## config.mk

```make
export PLATFORM = sky130hd
export DESIGN_NAME = present80_decrypt
export DESIGN_NICKNAME = d
export VERILOG_FILES = /design/src/rtl/present_pkg.sv /design/src/rtl/present_inv_sbox.sv /design/src/rtl/present80_decrypt.sv
export SDC_FILE = /design/constraint.sdc
export NUM_CORES = 1
export LEC_CHECK = 0
export CAP_MARGIN = 20
export CORE_ASPECT_RATIO = 0.75
export CORE_MARGIN = 8
export CORE_UTILIZATION = 40
export DETAILED_ROUTE_END_ITERATION = 7
export GPL_TIMING_DRIVEN = 0
export PLACE_DENSITY = 0.63
export SLEW_MARGIN = 20
export SYNTH_ARGS = -nofsm -noshare
export SYNTH_HDL_FRONTEND = slang
export SYNTH_SLANG_ARGS = --single-unit
export TNS_END_PERCENT = 30
```

## constraint.sdc

```tcl
create_clock -name clk -period 4.7 [get_ports clk]
set_input_delay 0.94 -clock clk [delete_from_list [all_inputs] [get_ports clk]]
set_output_delay 0.94 -clock clk [all_outputs]
set_load 0.03 [all_outputs]
```

## src/rtl/present_pkg.sv

```systemverilog
// Shared PRESENT-80 definitions: S-box tables, key-schedule steps and the inverse permutation.
// Both the encryption and the decryption datapaths build on these pure functions.
package present_pkg;

  localparam int ROUNDS = 31;
  localparam int KEY_W  = 80;
  localparam int BLK_W  = 64;

  typedef enum logic [1:0] {
    IDLE   = 2'd0,
    EXPAND = 2'd1,
    WHITEN = 2'd2,
    DEC    = 2'd3
  } fsm_t;

  function automatic logic [3:0] s_box(input logic [3:0] x);
    logic [3:0] y;
    case (x)
      4'h0: y = 4'hC;
      4'h1: y = 4'h5;
      4'h2: y = 4'h6;
      4'h3: y = 4'hB;
      4'h4: y = 4'h9;
      4'h5: y = 4'h0;
      4'h6: y = 4'hA;
      4'h7: y = 4'hD;
      4'h8: y = 4'h3;
      4'h9: y = 4'hE;
      4'hA: y = 4'hF;
      4'hB: y = 4'h8;
      4'hC: y = 4'h4;
      4'hD: y = 4'h7;
      4'hE: y = 4'h1;
      4'hF: y = 4'h2;
      default: y = 4'h0;
    endcase
    return y;
  endfunction

  function automatic logic [3:0] inv_s_box(input logic [3:0] x);
    logic [3:0] y;
    case (x)
      4'h0: y = 4'h5;
      4'h1: y = 4'hE;
      4'h2: y = 4'hF;
      4'h3: y = 4'h8;
      4'h4: y = 4'hC;
      4'h5: y = 4'h1;
      4'h6: y = 4'h2;
      4'h7: y = 4'hD;
      4'h8: y = 4'hB;
      4'h9: y = 4'h4;
      4'hA: y = 4'h6;
      4'hB: y = 4'h3;
      4'hC: y = 4'h0;
      4'hD: y = 4'h7;
      4'hE: y = 4'h9;
      4'hF: y = 4'hA;
      default: y = 4'h0;
    endcase
    return y;
  endfunction

  function automatic logic [KEY_W-1:0] fwd_update(input logic [KEY_W-1:0] k, input logic [4:0] rc);
    logic [KEY_W-1:0] r;
    r = {k[18:0], k[79:19]};
    r[79:76] = s_box(r[79:76]);
    r[19:15] = r[19:15] ^ rc;
    return r;
  endfunction

  // First inverse step split out so the key nibble can go through a shared inverse S-box instance.
  function automatic logic [KEY_W-1:0] inv_key_mix(input logic [KEY_W-1:0] k, input logic [4:0] rc);
    logic [KEY_W-1:0] r;
    r = k;
    r[19:15] = r[19:15] ^ rc;
    return r;
  endfunction

  function automatic logic [KEY_W-1:0] rotr61(input logic [KEY_W-1:0] k);
    return {k[60:0], k[79:61]};
  endfunction

  function automatic logic [KEY_W-1:0] inv_update(input logic [KEY_W-1:0] k, input logic [4:0] rc);
    logic [KEY_W-1:0] r;
    r = inv_key_mix(k, rc);
    r[79:76] = inv_s_box(r[79:76]);
    return rotr61(r);
  endfunction

  function automatic logic [BLK_W-1:0] inv_p(input logic [BLK_W-1:0] s);
    logic [BLK_W-1:0] r;
    r = 64'd0;
    for (int j = 0; j < 63; j++) begin
      r[(4 * j) % 63] = s[j];
    end
    r[63] = s[63];
    return r;
  endfunction

endpackage

```

## src/rtl/present_inv_sbox.sv

```systemverilog
// 4-bit PRESENT inverse S-box; one instance per state nibble plus one for the key schedule.
module present_inv_sbox
  import present_pkg::*;
(
  input  logic [3:0] datain,
  output logic [3:0] dataout
);

  assign dataout = inv_s_box(datain);

endmodule

```

## src/rtl/present80_decrypt.sv

```systemverilog
// Iterative PRESENT-80 decryptor: expands the key forward to K32, whitens,
// then runs 31 inverse rounds while unrolling the key schedule backwards.
module present80_decrypt
  import present_pkg::*;
(
  input  logic              clk,
  input  logic              rst,
  input  logic              start,
  input  logic [KEY_W-1:0]  key,
  input  logic [BLK_W-1:0]  datain,
  output logic              ready,
  output logic [BLK_W-1:0]  dataout,
  output logic              done
);

  fsm_t             fsm_r;
  logic [KEY_W-1:0] key_r;
  logic [BLK_W-1:0] state_r;
  logic [4:0]       cnt_r;

  logic [KEY_W-1:0] key_mix_s;
  logic [3:0]       key_nib_s;
  logic [KEY_W-1:0] round_key_s;
  logic [BLK_W-1:0] perm_s;
  logic [BLK_W-1:0] sub_s;
  logic [BLK_W-1:0] round_out_s;

  assign key_mix_s = inv_key_mix(key_r, cnt_r);

  present_inv_sbox u_key_sbox (
    .datain  (key_mix_s[79:76]),
    .dataout (key_nib_s)
  );

  assign round_key_s = rotr61({key_nib_s, key_mix_s[75:0]});
  assign perm_s      = inv_p(state_r);

  for (genvar i = 0; i < 16; i++) begin : g_state_sbox
    present_inv_sbox u_sbox (
      .datain  (perm_s[4*i +: 4]),
      .dataout (sub_s[4*i +: 4])
    );
  end

  assign round_out_s = sub_s ^ round_key_s[79:16];
  assign ready       = (fsm_r == IDLE) && !rst;

  // Control FSM plus key/state/counter datapath registers and registered outputs.
  always_ff @(posedge clk) begin
    if (rst) begin
      fsm_r   <= IDLE;
      key_r   <= 80'd0;
      state_r <= 64'd0;
      cnt_r   <= 5'd0;
      dataout <= 64'd0;
      done    <= 1'b0;
    end else begin
      done <= 1'b0;
      case (fsm_r)
        IDLE: begin
          if (start) begin
            key_r   <= key;
            state_r <= datain;
            cnt_r   <= 5'd1;
            fsm_r   <= EXPAND;
          end
        end
        EXPAND: begin
          key_r <= fwd_update(key_r, cnt_r);
          // Hold at the top of the range instead of wrapping; WHITEN reloads it anyway.
          if (cnt_r == 5'(ROUNDS)) begin
            fsm_r <= WHITEN;
          end else begin
            cnt_r <= cnt_r + 5'd1;
          end
        end
        WHITEN: begin
          state_r <= state_r ^ key_r[79:16];
          cnt_r   <= 5'(ROUNDS);
          fsm_r   <= DEC;
        end
        DEC: begin
          key_r   <= round_key_s;
          state_r <= round_out_s;
          cnt_r   <= cnt_r - 5'd1;
          if (cnt_r == 5'd1) begin
            dataout <= round_out_s;
            done    <= 1'b1;
            fsm_r   <= IDLE;
          end
        end
        default: fsm_r <= IDLE;
      endcase
    end
  end

endmodule

```

==> results of run 1 <==
-- cells by family (layout without fill, tap and decap cells) --
logic type,count (synthesis),after routing,share of synthesized area (%)
buffers and inverters,280,549,6.72
other,0,3,0
AO/OA/AOI/OAI,622,622,25.9
AND/OR/NAND/NOR,612,612,15.6
adder cells (fa/ha/maj),117,117,8.03
XOR/XNOR,100,100,4.97
flip-flops,288,288,31.6
multiplexers,127,127,7.12
-- metrics by stage --
stage | hold WS (ns) | std cells | setup slack (ns) | TNS (ns)
final | 0.460 | 3004 | 0.0969 | 0
after global routing | 0.474 | 3001 | 0.0191 | 0
after CTS | 0.463 | 3000 | 0.160 | 0
after detailed placement | 0.448 | 2943 | -0.307 | -2.07
after global placement | 0.446 | 2943 | -0.328 | -2.96
after floorplan | 0.466 | 2146 | 1.48 | 0
-- synth_stat cells (17+ instances only) --
cell / number
nor2_1: 168
nand2_1: 239
inv_1: 107
buf_2: 41
o21ai_0: 99
a22oi_1: 24
xor2_1: 90
nor3_1: 43
a211oi_1: 18
ha_1: 117
and2_1: 52
a221oi_1: 27
nor2b_1: 31
dfxtp_1: 288
buf_4: 17
o211a_1: 20
a311oi_1: 27
mux2i_1: 105
clkbuf_1: 75
mux2_2: 21
o211ai_1: 73
buf_1: 18
a21oi_1: 150
and3b_1: 27
-- routing by layer --
layer / vias up / GRT usage (%) / wire, um
met5: - / 0 / 29
met4: 4 / 15.0 / 5200
met3: 299 / 8.89 / 11600
met2: 1378 / 45.0 / 34800
met1: 8985 / 41.9 / 35500
li1: 8141 / - / -
-- state kept, by name, indices dropped and copies added, names as in the netlist, named ones only --
name	count
cnt_r	5
dataout	64
done	1
fsm_r	2
g_state_sbox.u_sbox.dataout	64
key_r	80
state_r	64
u_key_sbox.dataout	4
-- where the power goes --
group / total [W] / switching [W] / internal, W
Sequential: 0.00501 / 0.00160 / 0.00341
Clock: 0.00267 / 0.00112 / 0.00155
Combinational: 0.0100 / 0.00640 / 0.00363
-- worst max-delay path: cells and delay by family --
kind	cells	cell delay [ns]
and+or+nand+nor	4	0.98
AOI/OAI and AO/OA	2	1.17
adders and majority gates	1	0.36
buffers and inverters	6	1.63
-- cell type report --
class | instances | area share, %
clock buffer | 47 | 4.12
inverter | 121 | 2.05
timing repair buffer | 212 | 9.58
tap | 586 | 3.30
antenna | 3 | 0.0338
multi-input combinational | 1578 | 50.8
buffer | 159 | 3.48
clock inverter | 10 | 0.699
sequential | 288 | 26.0
-- how the worst min path moves through the flow --
stage	end	depth (start not counted)	start
after global placement	dataout[47]$_SDFFE_PP0P_	2	dataout[47]$_SDFFE_PP0P_
after CTS	dataout[43]$_SDFFE_PP0P_	2	dataout[43]$_SDFFE_PP0P_
final	dataout[43]$_SDFFE_PP0P_	2	dataout[43]$_SDFFE_PP0P_
after detailed placement	dataout[55]$_SDFFE_PP0P_	2	dataout[55]$_SDFFE_PP0P_
after global routing	dataout[43]$_SDFFE_PP0P_	2	dataout[43]$_SDFFE_PP0P_
after floorplan	key_r[64]$_SDFFE_PP0N_	2	key_r[64]$_SDFFE_PP0N_
==> summary.txt, run 1 <==
Layout
  • Final core utilization: 49.5%
  • Design area: 0.0222 mm^2
  • Most frequent cells in the layout: dfxtp_1, nand2_1, clkdlybuf4s50_1
  • Fillcell total: 4243
  • Sequential Area: about 0.0058 mm^2
  • Layout cells sized above 1: 9.61%
  • NumNets Final: around 2700
  • Area grow syn2layout: 21.8%
  • Multi-input gate area: 0.0113 mm^2
  • Commonest non-fill, non-tap cell in the layout: dfxtp_1

Pwr
  • Total Power: approximately 0.018 W
  • Power Density: 797 mW/mm^2
  • VDD IR max: 0.301 mV
  • Pleak: between 9 and 10 nW

Synthesis
  • Cells after Synth: 2146
  • Register bit total from synthesis: roughly 290
  • Mean Syn Cell Area: 8.50 um^2
  • Mapped Area: 0.0182 mm^2
  • Synth top area share: around a third
  • Seq/Total Area, Yosys: between 30% and 40%
  • Post-synth cell types: 83
  • Most used DFF post-synth: dfxtp_1
  • Synth area leaders: dfxtp_1, ha_1, mux2i_1
  • Ys async rst share: 0%
  • Syn_nets: about 2400
  • Number of flops mapped to enable cells by yosys: 0
  • Area leader, netlist: dfxtp_1
  • Synth Warn #: 0

Clock tree
  • CTS tree: done
  • # clock sinks: 288
  • # Post-CTS Setup Buffers: 0
  • CTS resizes: 1
  • Clk slew on worst S/H paths: 0.06 ns
  • Hold Buf Count CTS: 0
  • H-tree depth: 1
  • Num CTS Buffers: 31
  • Max clock buf depth: 3
  • Clock root buffer: clkbuf_16
  • Clk_lat worst skew: 0.60 ns

Detailed routing
  • Routed vias: between 15000 and 20000
  • Pre-antenna DRT Iters: 6
  • Final wirelength: between 80000 and 90000 um
  • Via density: 6.26
  • Starting DRT DRC Count: ~2600
  • Antenna Violating Nets Remaining: 0
  • Remaining DRCs: 0
  • WL/cell: ~29 um

Critical path
  • WP data arrival: roughly 5 ns
  • R2R cell count: 14
  • CP endpoint: g_state_sbox[8].u_sbox.dataout[2]$_DFF_P_
  • CP Launch Type: input port
  • Critical Path, Cell by Cell: clkdlybuf4s50_1, nand2b_1, buf_4, buf_4, nand2_1, clkbuf_1, o21ai_0, and2_1, inv_1, ha_1, inv_1, and2_0, a221oi_1
  • Worst R2R Setup Slack: ~0.16 ns
  • Worst r2r src: fsm_r[0]$_SDFFE_PP0P_
  • Critical path endpoint category: register
  • Worst Path Max Fanout: 10
  • CP peak stage delay: about 0.91 ns
  • Crit path launch: start
  • WP data required: 5.19 ns
  • Slowest cell on crit path: o21ai_0
  • Crit path kind: input port to register
  • Reg2Reg Capture Point: g_state_sbox[8].u_sbox.dataout[2]$_DFF_P_

STA
  • Final Cycle Share: 97.9%
  • Final Skew: approximately 0.028 ns
  • Final setup viols: 0
  • RSZ-0062 raised after global routing: false
  • Worst Tran Pin Value: 1.16 ns
  • Final Max Tran Viols: 0
  • Final hold violations: 0
  • Fin crit period: between 4 and 5 ns
  • Achievable frequency: 0.217 GHz
  • Slew margin rel.: 22.0%

Global route
  • Grt ovf: 0
  • Total GRT Usage: 31.1%
  • Initial antenna violation count: 4
  • Vias in the first global route: 17898
  • Largest net degree at the start of global routing: 15
  • First-pass GRT wire length: 123000 um

Floorplanning
  • Die area: 0.0527 mm^2
  • Die height: around 200 um
  • Starting density of the core: 40.7%
  • Core ar.: 0.0448 mm^2
  • Site row count: 67
  • Die Wd: 263 um
  • # IOs: between 200 and 250

Placement
  • Routability cong.: 1.04
  • PortBufs: 211
  • DP Area: 0.0211 mm^2
  • Post-DP HPWL: 67000 um

Run status
  • Status: finished clean

Hold path
  • Hold Crit Class: register to register

Run
  • Max_cap viols: 0
Power figures use the tool's default switching activity.
==> run 2, diff against run 1 <==
--- a/config.mk
+++ b/config.mk
@@ -8,10 +8,10 @@
 export CAP_MARGIN = 20
 export CORE_ASPECT_RATIO = 0.75
 export CORE_MARGIN = 8
-export CORE_UTILIZATION = 40
+export CORE_UTILIZATION = 39
 export DETAILED_ROUTE_END_ITERATION = 7
 export GPL_TIMING_DRIVEN = 0
-export PLACE_DENSITY = 0.63
+export PLACE_DENSITY = 0.62
 export SLEW_MARGIN = 20
 export SYNTH_ARGS = -nofsm -noshare
 export SYNTH_HDL_FRONTEND = slang
==> run 2 against run 1 <==
  * The run now ends with negative setup slack left
  * Core utilization down 1.2 points
  * Worst hold slack about the same
  * Register-to-register slack better by 0.04 ns
  * Total power up 0.93%
  * Sequential share of layout area down 0.085 points
  * Design area up 0.33%
  * Combinational power about the same
  * Clock power up 2%
  * Flip-flop and latch count unchanged
  * Die area up 2.4%
  * Critical path type is now input port to primary output
==> summary.txt, run 2 (synthesis gave the netlist of run 1 again) <==
Global route
  • First-pass GRT wire length: 125000 um (+1.3%)
  • Vias in the first global route: 17549 (-1.9%)
  • Largest net degree at the start of global routing: 14 (-1)
  • Grt ovf: 0 (unchanged)
  • Initial antenna violation count: 5 (+1)
  • Total GRT Usage: 31.4% (+0.32 points)

Clock tree
  • # clock sinks: 288 (unchanged)
  • Clk_lat worst skew: 0.55 ns (-0.05 ns)
  • CTS tree: done
  • Clock root buffer: clkbuf_16
  • # Post-CTS Setup Buffers: 0 (unchanged)
  • Num CTS Buffers: 34 (+9.7%)
  • Hold Buf Count CTS: 0 (unchanged)
  • Clk slew on worst S/H paths: 0.07 ns (about the same)
  • Max clock buf depth: 3 (unchanged)
  • H-tree depth: 2 (+1)

Placement
  • Post-Place Setup Slack: -0.376 ns (-0.0683 ns)
  • Post-DP HPWL: 69200 um (+3.2%)
  • DP Area: 0.0212 mm^2 (+0.25%)
  • Routability cong.: 1.02 (-1.5%)
  • PortBufs: 211 (unchanged)

Pwr
  • NetSw: 0.00926 W (+1.7%)
  • Power Density: 802 mW/mm^2 (+0.60%)
  • Sequential Power Share: 27.8% (-0.5 points)
  • Pleak: 9.02 nW (+0.17%)
  • Internal power: 0.00861 W (+0.14%)
  • VDD IR max: 0.336 mV (+12%)
  • Net Sw Frac: 51.8% (+0.38 points)
  • Clk pwr share: 15.2% (about the same)
  • Total Power: 0.0179 W (+0.93%)
  • Comb pwr share: 57.0% (+0.4 points)

Critical path
  • WP data required: 3.76 ns (-1.43 ns)
  • Critical path endpoint category: primary output
  • Worst Path Max Fanout: 10 (unchanged)
  • CP Launch Type: input port
  • Crit path kind: input port to primary output
  • WP data arrival: 3.78 ns (-1.31 ns)
  • R2R cell count: 14 (unchanged)

Run status
  • Status: finished with violations
  • Failing checks: negative setup slack

Detailed routing
  • Remaining DRCs: 0 (unchanged)
  • Pre-antenna DRT Iters: 7 (+1)
  • Routed vias: 18749 (-0.31%)
  • Via density: 6.15 (-1.7%)
  • Antenna Violating Nets Remaining: 0 (unchanged)
  • WL/cell: 29.4 um (+1.3%)
  • Starting DRT DRC Count: 2729 (+5.0%)
  • Final wirelength: 89500 um (+2.8%)

Floorplanning
  • Core ar.: 0.0461 mm^2 (+2.8%)
  • Die area: 0.0540 mm^2 (+2.4%)
  • Site row count: 68 (+1.5%)
  • # IOs: 213 (unchanged)
  • Die height: 203 um (+1.2%)
  • Die Wd: 266 um (+1.2%)
  • Starting density of the core: 39.5% (-1.1 points)

STA
  • Slew margin rel.: 22.0% (about the same)
  • Final Max Tran Viols: 0 (unchanged)
  • Final Skew: 0.0241 ns (-0.00411 ns)
  • Achievable frequency: 0.212 GHz (-2.5%)
  • Fin crit period: 4.72 ns (+0.116 ns)
  • Final WS setup: -0.0189 ns (-0.116 ns)
  • Setup_tns: -0.0189 ns (-0.0189 ns)
  • Final setup viols: 1 (+1)
  • RSZ-0062 raised after global routing: false
  • Final hold violations: 0 (unchanged)
  • Worst Tran Pin Value: 1.17 ns (+0.00772 ns)
  • Final Cycle Share: 100% (+2.5 points)

Layout
  • NumNets Final: 2658 (+0.11%)
  • Design area: 0.0223 mm^2 (+0.33%)
  • Max reg flops: 80 (unchanged)
  • Layout cells sized above 1: 9.73% (+0.12 points)
  • Most frequent cells in the layout: dfxtp_1, nand2_1, clkdlybuf4s50_1
  • Fillcell total: 4547 (+7.2%)
  • Most flop-heavy register: key_r
  • Area grow syn2layout: 22.2%
  • Commonest non-fill, non-tap cell in the layout: dfxtp_1

Run
  • Max_cap viols: 0 (unchanged)

Hold path
  • Hold Path Depth: 2 (unchanged)
  • Hold Crit Class: register to register
-- run 2: critical path, cell delays in order --
cell	delay, ns
buf_4	0.20
buf_2	0.46
clkbuf_1	0.73
clkbuf_2	0.65
nor2b_1	0.14
clkdlybuf4s50_1	0.63
-- run 2: routing by layer --
metal	wire [um]	track usage, %	vias up
li1	-	-	8155
met1	37700	43.4	9069
met2	36000	44.8	1306
met3	11800	9.94	217
met4	3980	12.7	2
met5	13	0	-
-- run 2: worst paths after layout --
path / startpoint / to / slack (ns)
setup / recovery: rst / ready / -0.02
hold / removal: dataout[6]$_SDFFE_PP0P_ / dataout[6]$_SDFFE_PP0P_ / 0.46
setup reg to reg: fsm_r[1]$_SDFFE_PP0P_ / g_state_sbox[3].u_sbox.dataout[3]$_DFF_P_ / 0.20
hold reg to reg: dataout[6]$_SDFFE_PP0P_ / dataout[6]$_SDFFE_PP0P_ / 0.46
-- run 2: through the flow --
step,hold slack [ns],std cells,util (%)
after floorplan,0.466,2146,-
after global placement,0.449,2987,45.8
final,0.459,3047,48.3
after global routing,0.486,3046,48.3
after detailed placement,0.447,2988,45.9
after CTS,0.458,3046,48.3
-- run 2: power by group through the flow --
| stage | clock, W | combinational (W) | sequential, W |
|---|---|---|---|
| finish | 0.00272 | 0.0102 | 0.00498 |
| CTS | 0.00272 | 0.00981 | 0.00484 |
| global placement | 0 | 0.00960 | 0.00487 |
| global route | 0.00282 | 0.0108 | 0.00495 |
| detailed placement | 0 | 0.00975 | 0.00489 |
| floorplan | 0 | 0.00661 | 0.00408 |
-- run 2: what timing repair did --
action	CTS	global route
endpoints found under the hold margin	0	0
setup endpoints to repair	0	2
resized for setup	0	1
-- run 2: area by class of cell --
type	count	area, um^2	area share, %
inverters	121	454	2.04
flip-flops and latches	288	5770	25.9
well taps	630	788	3.54
plain buffers	159	774	3.48
clock buffers	49	977	4.39
multi-input cells	1578	11300	50.6
clock inverters	9	116	0.522
repair buffers	212	2120	9.51
diodes	1	2.50	0.0112
==> run 3, diff against run 2 <==
--- a/config.mk
+++ b/config.mk
@@ -5,6 +5,7 @@
 export SDC_FILE = /design/constraint.sdc
 export NUM_CORES = 1
 export LEC_CHECK = 0
+export ABC_CLOCK_PERIOD_IN_PS = 4700
 export CAP_MARGIN = 20
 export CORE_ASPECT_RATIO = 0.75
 export CORE_MARGIN = 8
==> results of run 3 <==
Final layout, timing and power as in run 2 (identical DEF).
==> variant 1: new RTL, settings of run 2 <==
Reset style: asynchronous (`rst`), changed in one clocked block.
--- a/src/rtl/present80_decrypt.sv
+++ b/src/rtl/present80_decrypt.sv
@@ -46,7 +46,7 @@
   assign ready       = (fsm_r == IDLE) && !rst;
 
   // Control FSM plus key/state/counter datapath registers and registered outputs.
-  always_ff @(posedge clk) begin
+  always_ff @(posedge clk or posedge rst) begin
     if (rst) begin
       fsm_r   <= IDLE;
       key_r   <= 80'd0;
Function: no difference found for any inputs over 4 cycles, from zero or initial values and one cycle with rst high; that may be too few to reach the edited logic, so the function may still have changed.
==> variant 1 against run 2 <==
  * Global-route usage down 4.1 points
  * Cell area fell by 15%
  * Fmax grew 50%
  * Hold slack improved by 0.015 ns
  * Routed wire length is 27% lower
  * Sequential cell count decreased by 72
  * Critical path type unchanged
  * Synthesized area down 17%
  * Die area down 15%
  * Setup slack better by 1.6 ns
  * Sequential share of layout area grew 2.7 points
  * Critical path depth is 3 lower
  * Core utilization is 1.0 points higher
  * Synthesized cell count is 25% lower
Power is left out: the tool's default activity adds up to more than one toggle a clock period on the data nets, which glitch-free logic cannot reach.
==> variant 1: results (changes against run 2) <==
Final #Nets=2,125 (-20%); hpwl dp=50,700 µm (-27%); ANT cells=0 (-1); largest net degree at the start of global routing=33 (+19); Max transition margin=24.1% (+2.1 points); worst reg2reg startpoint=fsm_r[0]; cell count after synthesis=1,604 (-25%); sequential-to-total area share from yosys stat=35.5% (+3.9 points); outcome=finished clean; antenna violations before repair=0 (-5); Post-Synthesis Net Count=1,879 (-22%); crit-path max cell delay=0.68 ns (-0.05 ns); main area contributors after synthesis=dfrtp_1 (36%), ha_1 (11%), xor2_1 (4.9%); Vias per Instance=6.07 (-1.4%); slowest cell on the critical path=clkdlybuf4s50_1; Critical Path Fanout Max=2 (-8); DRT iter0 DRCs=1,935 (-29%); RePlAce Congestion=0.978 (-4.3%); Crit path arrival time=2.20 ns (-1.58 ns); ys async rst share=100% (+100 points); Commonest cells post-synth=dfrtp_1 (216), nand2_1 (136), nor2_1 (136); H-Tree Depth=1 (-1); dominant synthesized flop cell=dfrtp_1; GRT Total Usage=27.4% (-4.1 points); number of global-route vias before repair=13,807 (-21%); Hold Crit Start=dataout[15]; average wire per standard cell=27.5 µm (-6.6%); Port-buffer cells=212 (+0.47%); layout cell share with drive strength beyond 1=11.3% (+1.6 points); Num CTS Buffers=25 (-26%); clk_skew=0.0201 ns (-0.00403 ns)
[variant 1: cell types whose count changed after synthesis, moves of 50 or more]
cell,before,now
dfxtp_1,288,0
dfrtp_1,0,216
nand2_1,239,136
mux2i_1,105,10
a31oi_1,2,80
o211ai_1,73,4
a22oi_1,24,90
and2_1,52,0
a21oi_1,150,100
[variant 1: path summary, 6_finish.rpt]
kind | cells after the start | slack [ns] | to
max | 3 | 1.56 | ready
min | 2 | 0.47 | dataout[15]
max reg2reg | 7 | 1.97 | cnt_r[3]
min reg2reg | 2 | 0.47 | dataout[15]
max in group asynchronous | 5 | 2.78 | dataout[3]
min in group asynchronous | 2 | 0.87 | fsm_r[0]
[variant 1: cells by family (layout without fill, tap and decap cells)]
kind of cell    count (synthesis)  count (layout)  synth area share, %
compound gates                487             487                 22.2
simple gates                  348             348                 9.91
flops                         216             216                 35.5
buf+inv                       209             472                 6.00
xor+xnor                      134             134                 7.81
fa+ha+maj                     128             128                 10.5
mux                            82              82                 7.98
[variant 1: routing by layer]
metal | wire length (µm) | up-vias | GRT usage (%) | share of wire, %
met3 | 7890 | 150 | 6.52 | 12
met1 | 27800 | 7104 | 39.6 | 43
met5 | 0 | - | 0 | 0
met2 | 27100 | 926 | 39.7 | 42
met4 | 2480 | 0 | 8.49 | 3.8
li1 | - | 6258 | - | -
[variant 1: final cells by class]
cell class,count,area [µm²]
repair buffers,219,2270
fillers,3598,19500
plain buffers,126,599
well taps,512,641
clock inverters,11,138
multi-input cells,1179,8900
inverters,83,318
flip-flops and latches,216,5410
clock buffers,33,676
[variant 1: worst reg2reg max path: stages (launching register included)]
cell and delay [ns]:
dfrtp_1 0.41, inv_1 0.18, ha_1 0.18, buf_2 0.29, buf_2 0.34, clkbuf_1 0.82, a221oi_1 0.14, o31ai_1 0.27
==> variant 2: new RTL, config.mk and constraints of run 2 <==
Without the edit above. Register the input `key` before use, without a reset. The logic sees it one clock later. The other inputs are not delayed to match. Comments in the files are not updated.
--- a/src/rtl/present80_decrypt.sv
+++ b/src/rtl/present80_decrypt.sv
@@ -12,6 +12,12 @@
   output logic [BLK_W-1:0]  dataout,
   output logic              done
 );
+
+  logic [KEY_W-1:0] key_q;
+
+  always_ff @(posedge clk) begin
+    key_q <= key;
+  end
 
   fsm_t             fsm_r;
   logic [KEY_W-1:0] key_r;
@@ -59,7 +65,7 @@
       case (fsm_r)
         IDLE: begin
           if (start) begin
-            key_r   <= key;
+            key_r   <= key_q;
             state_r <= datain;
             cnt_r   <= 5'd1;
             fsm_r   <= EXPAND;
Function: same outputs for any inputs over 4 cycles, from zero or initial values and one cycle with rst high; that may be too few to reach the edited logic, so the function may still have changed.
==> variant 2 against run 2 <==
  * The flow still finishes with violations (negative setup slack)
  * Core utilization is 0.056 points higher
  * Sequential share of layout area grew 5.3 points
  * Synthesized area rose by 5.6%
  * Routed wire length fell by 2.5%
  * Setup slack got worse by 0.011 ns
  * Count of clock-buffer cells in the layout up 2
  * Cell area increased by 5.9%
  * Power rose by 6.2%
  * Clock skew is 0.0052 ns higher
  * Sequential cell count rose by 80
  * Critical path type is now input pin to register
  * Largest cell class unchanged
  * Largest power group unchanged
==> variant 2: results (changes against run 2) <==
Hold Crit Start=dataout[48]; grt met2 use=42.4% (-2.5 points); Placed Area=22,200 µm² (+4.8%); final setup margin=-0.0304 ns (-0.0115 ns); Hold Slack=0.452 ns (-0.00706 ns); antenna violations before repair=1 (-4); Port-buffer cells=212 (+0.47%); Commonest cells post-synth=dfxtp_1 (368), nand2_1 (315), a21oi_1 (219); failing checks=negative setup slack; internal power=9550 µW (+11%); met3 Use GR=7.67% (-2.3 points); sequential-to-total area share from yosys stat=38.3% (+6.6 points); Synth Area per Inst=8.44 µm² (-0.71%); layout cell share with drive strength beyond 1=7.67% (-2.1 points); DRT met1 WL=37,200 µm (-1.3%); first-pass GRT wire length=123,000 µm (-1.4%); detailed-route via count=19,061 (+1.7%); number of global-route vias before repair=18,087 (+3.1%); worst skew pair latency=0.61 ns (+0.06 ns); RR Endpoint=g_state_sbox[10].u_sbox.dataout[2]; number of distinct library cells after synthesis=72 (-13%); Vias per Instance=5.92 (-3.7%); clk_skew=0.0293 ns (+0.00519 ns); worst reg2reg startpoint=fsm_r[0]; outcome=finished, violations left; average wire per standard cell=27.1 µm (-7.6%); Setup WS pre-CTS=-0.545 ns (-0.169 ns); Inst Count DP=3,142 (+5.2%); Num CTS Buffers=41 (+21%); Post-Synthesis Net Count=2,546 (+5.6%); Final #Nets=2,801 (+5.4%); Setup violations, final=2 (+1)
variant 2: cell count changes in the layout (fill, tap and decap cells not counted), sizes merged, moves of 13 or more:
cell | run 2 | this run
dfxtp | 288 | 368
nand2 | 240 | 315
a21oi | 159 | 219
mux2i | 105 | 52
nor2 | 172 | 219
inv | 123 | 91
o21ai | 106 | 135
o211ai | 73 | 100
a311oi | 37 | 11
and2 | 57 | 39
and3b | 27 | 14
xor2 | 90 | 77
variant 2: critical path, cell delays in order:
cell	delay [ns]
clkdlybuf4s50_1	0.60
buf_2	0.41
buf_2	0.51
clkbuf_1	0.96
buf_1	0.76
nor2_1	0.17
ha_1	0.33
inv_1	0.05
mux4_2	0.43
variant 2: power groups by stage:
| stage | sequential, µW | clock, µW | combinational (µW) |
|---|---|---|---|
| detailed placement | 5610 | 0 | 9520 |
| floorplan | 4820 | 0 | 6510 |
| finish | 5680 | 3390 | 9910 |
| global route | 5650 | 3550 | 10600 |
| global placement | 5600 | 0 | 9320 |
| CTS | 5550 | 3410 | 9590 |
variant 2: cell type report:
class | count | share of cell area, %
multi-input cells | 1665 | 45.7
flip-flops and latches | 368 | 31.2
repair buffers | 212 | 8.99
clock buffers | 51 | 4.68
well taps | 648 | 3.44
plain buffers | 160 | 3.32
inverters | 89 | 1.42
clock inverters | 24 | 1.25
diodes | 1 | 0.0106
variant 2: what timing repair did:
action	4_1_cts	5_1_grt
endpoints found under the setup margin	1	6
gates cloned	0	0
resized for setup	1	7
variant 2: cells by family after synthesis:
group	Yosys count	share of synthesized area, %
buffers and inverters	249	5.76
AOI/OAI and AO/OA	673	23.8
xor gates and xnor gates	96	4.37
and+or+nand+nor	709	16.3
adders and majority gates	117	7.60
DFF	368	38.3
muxes	70	3.81
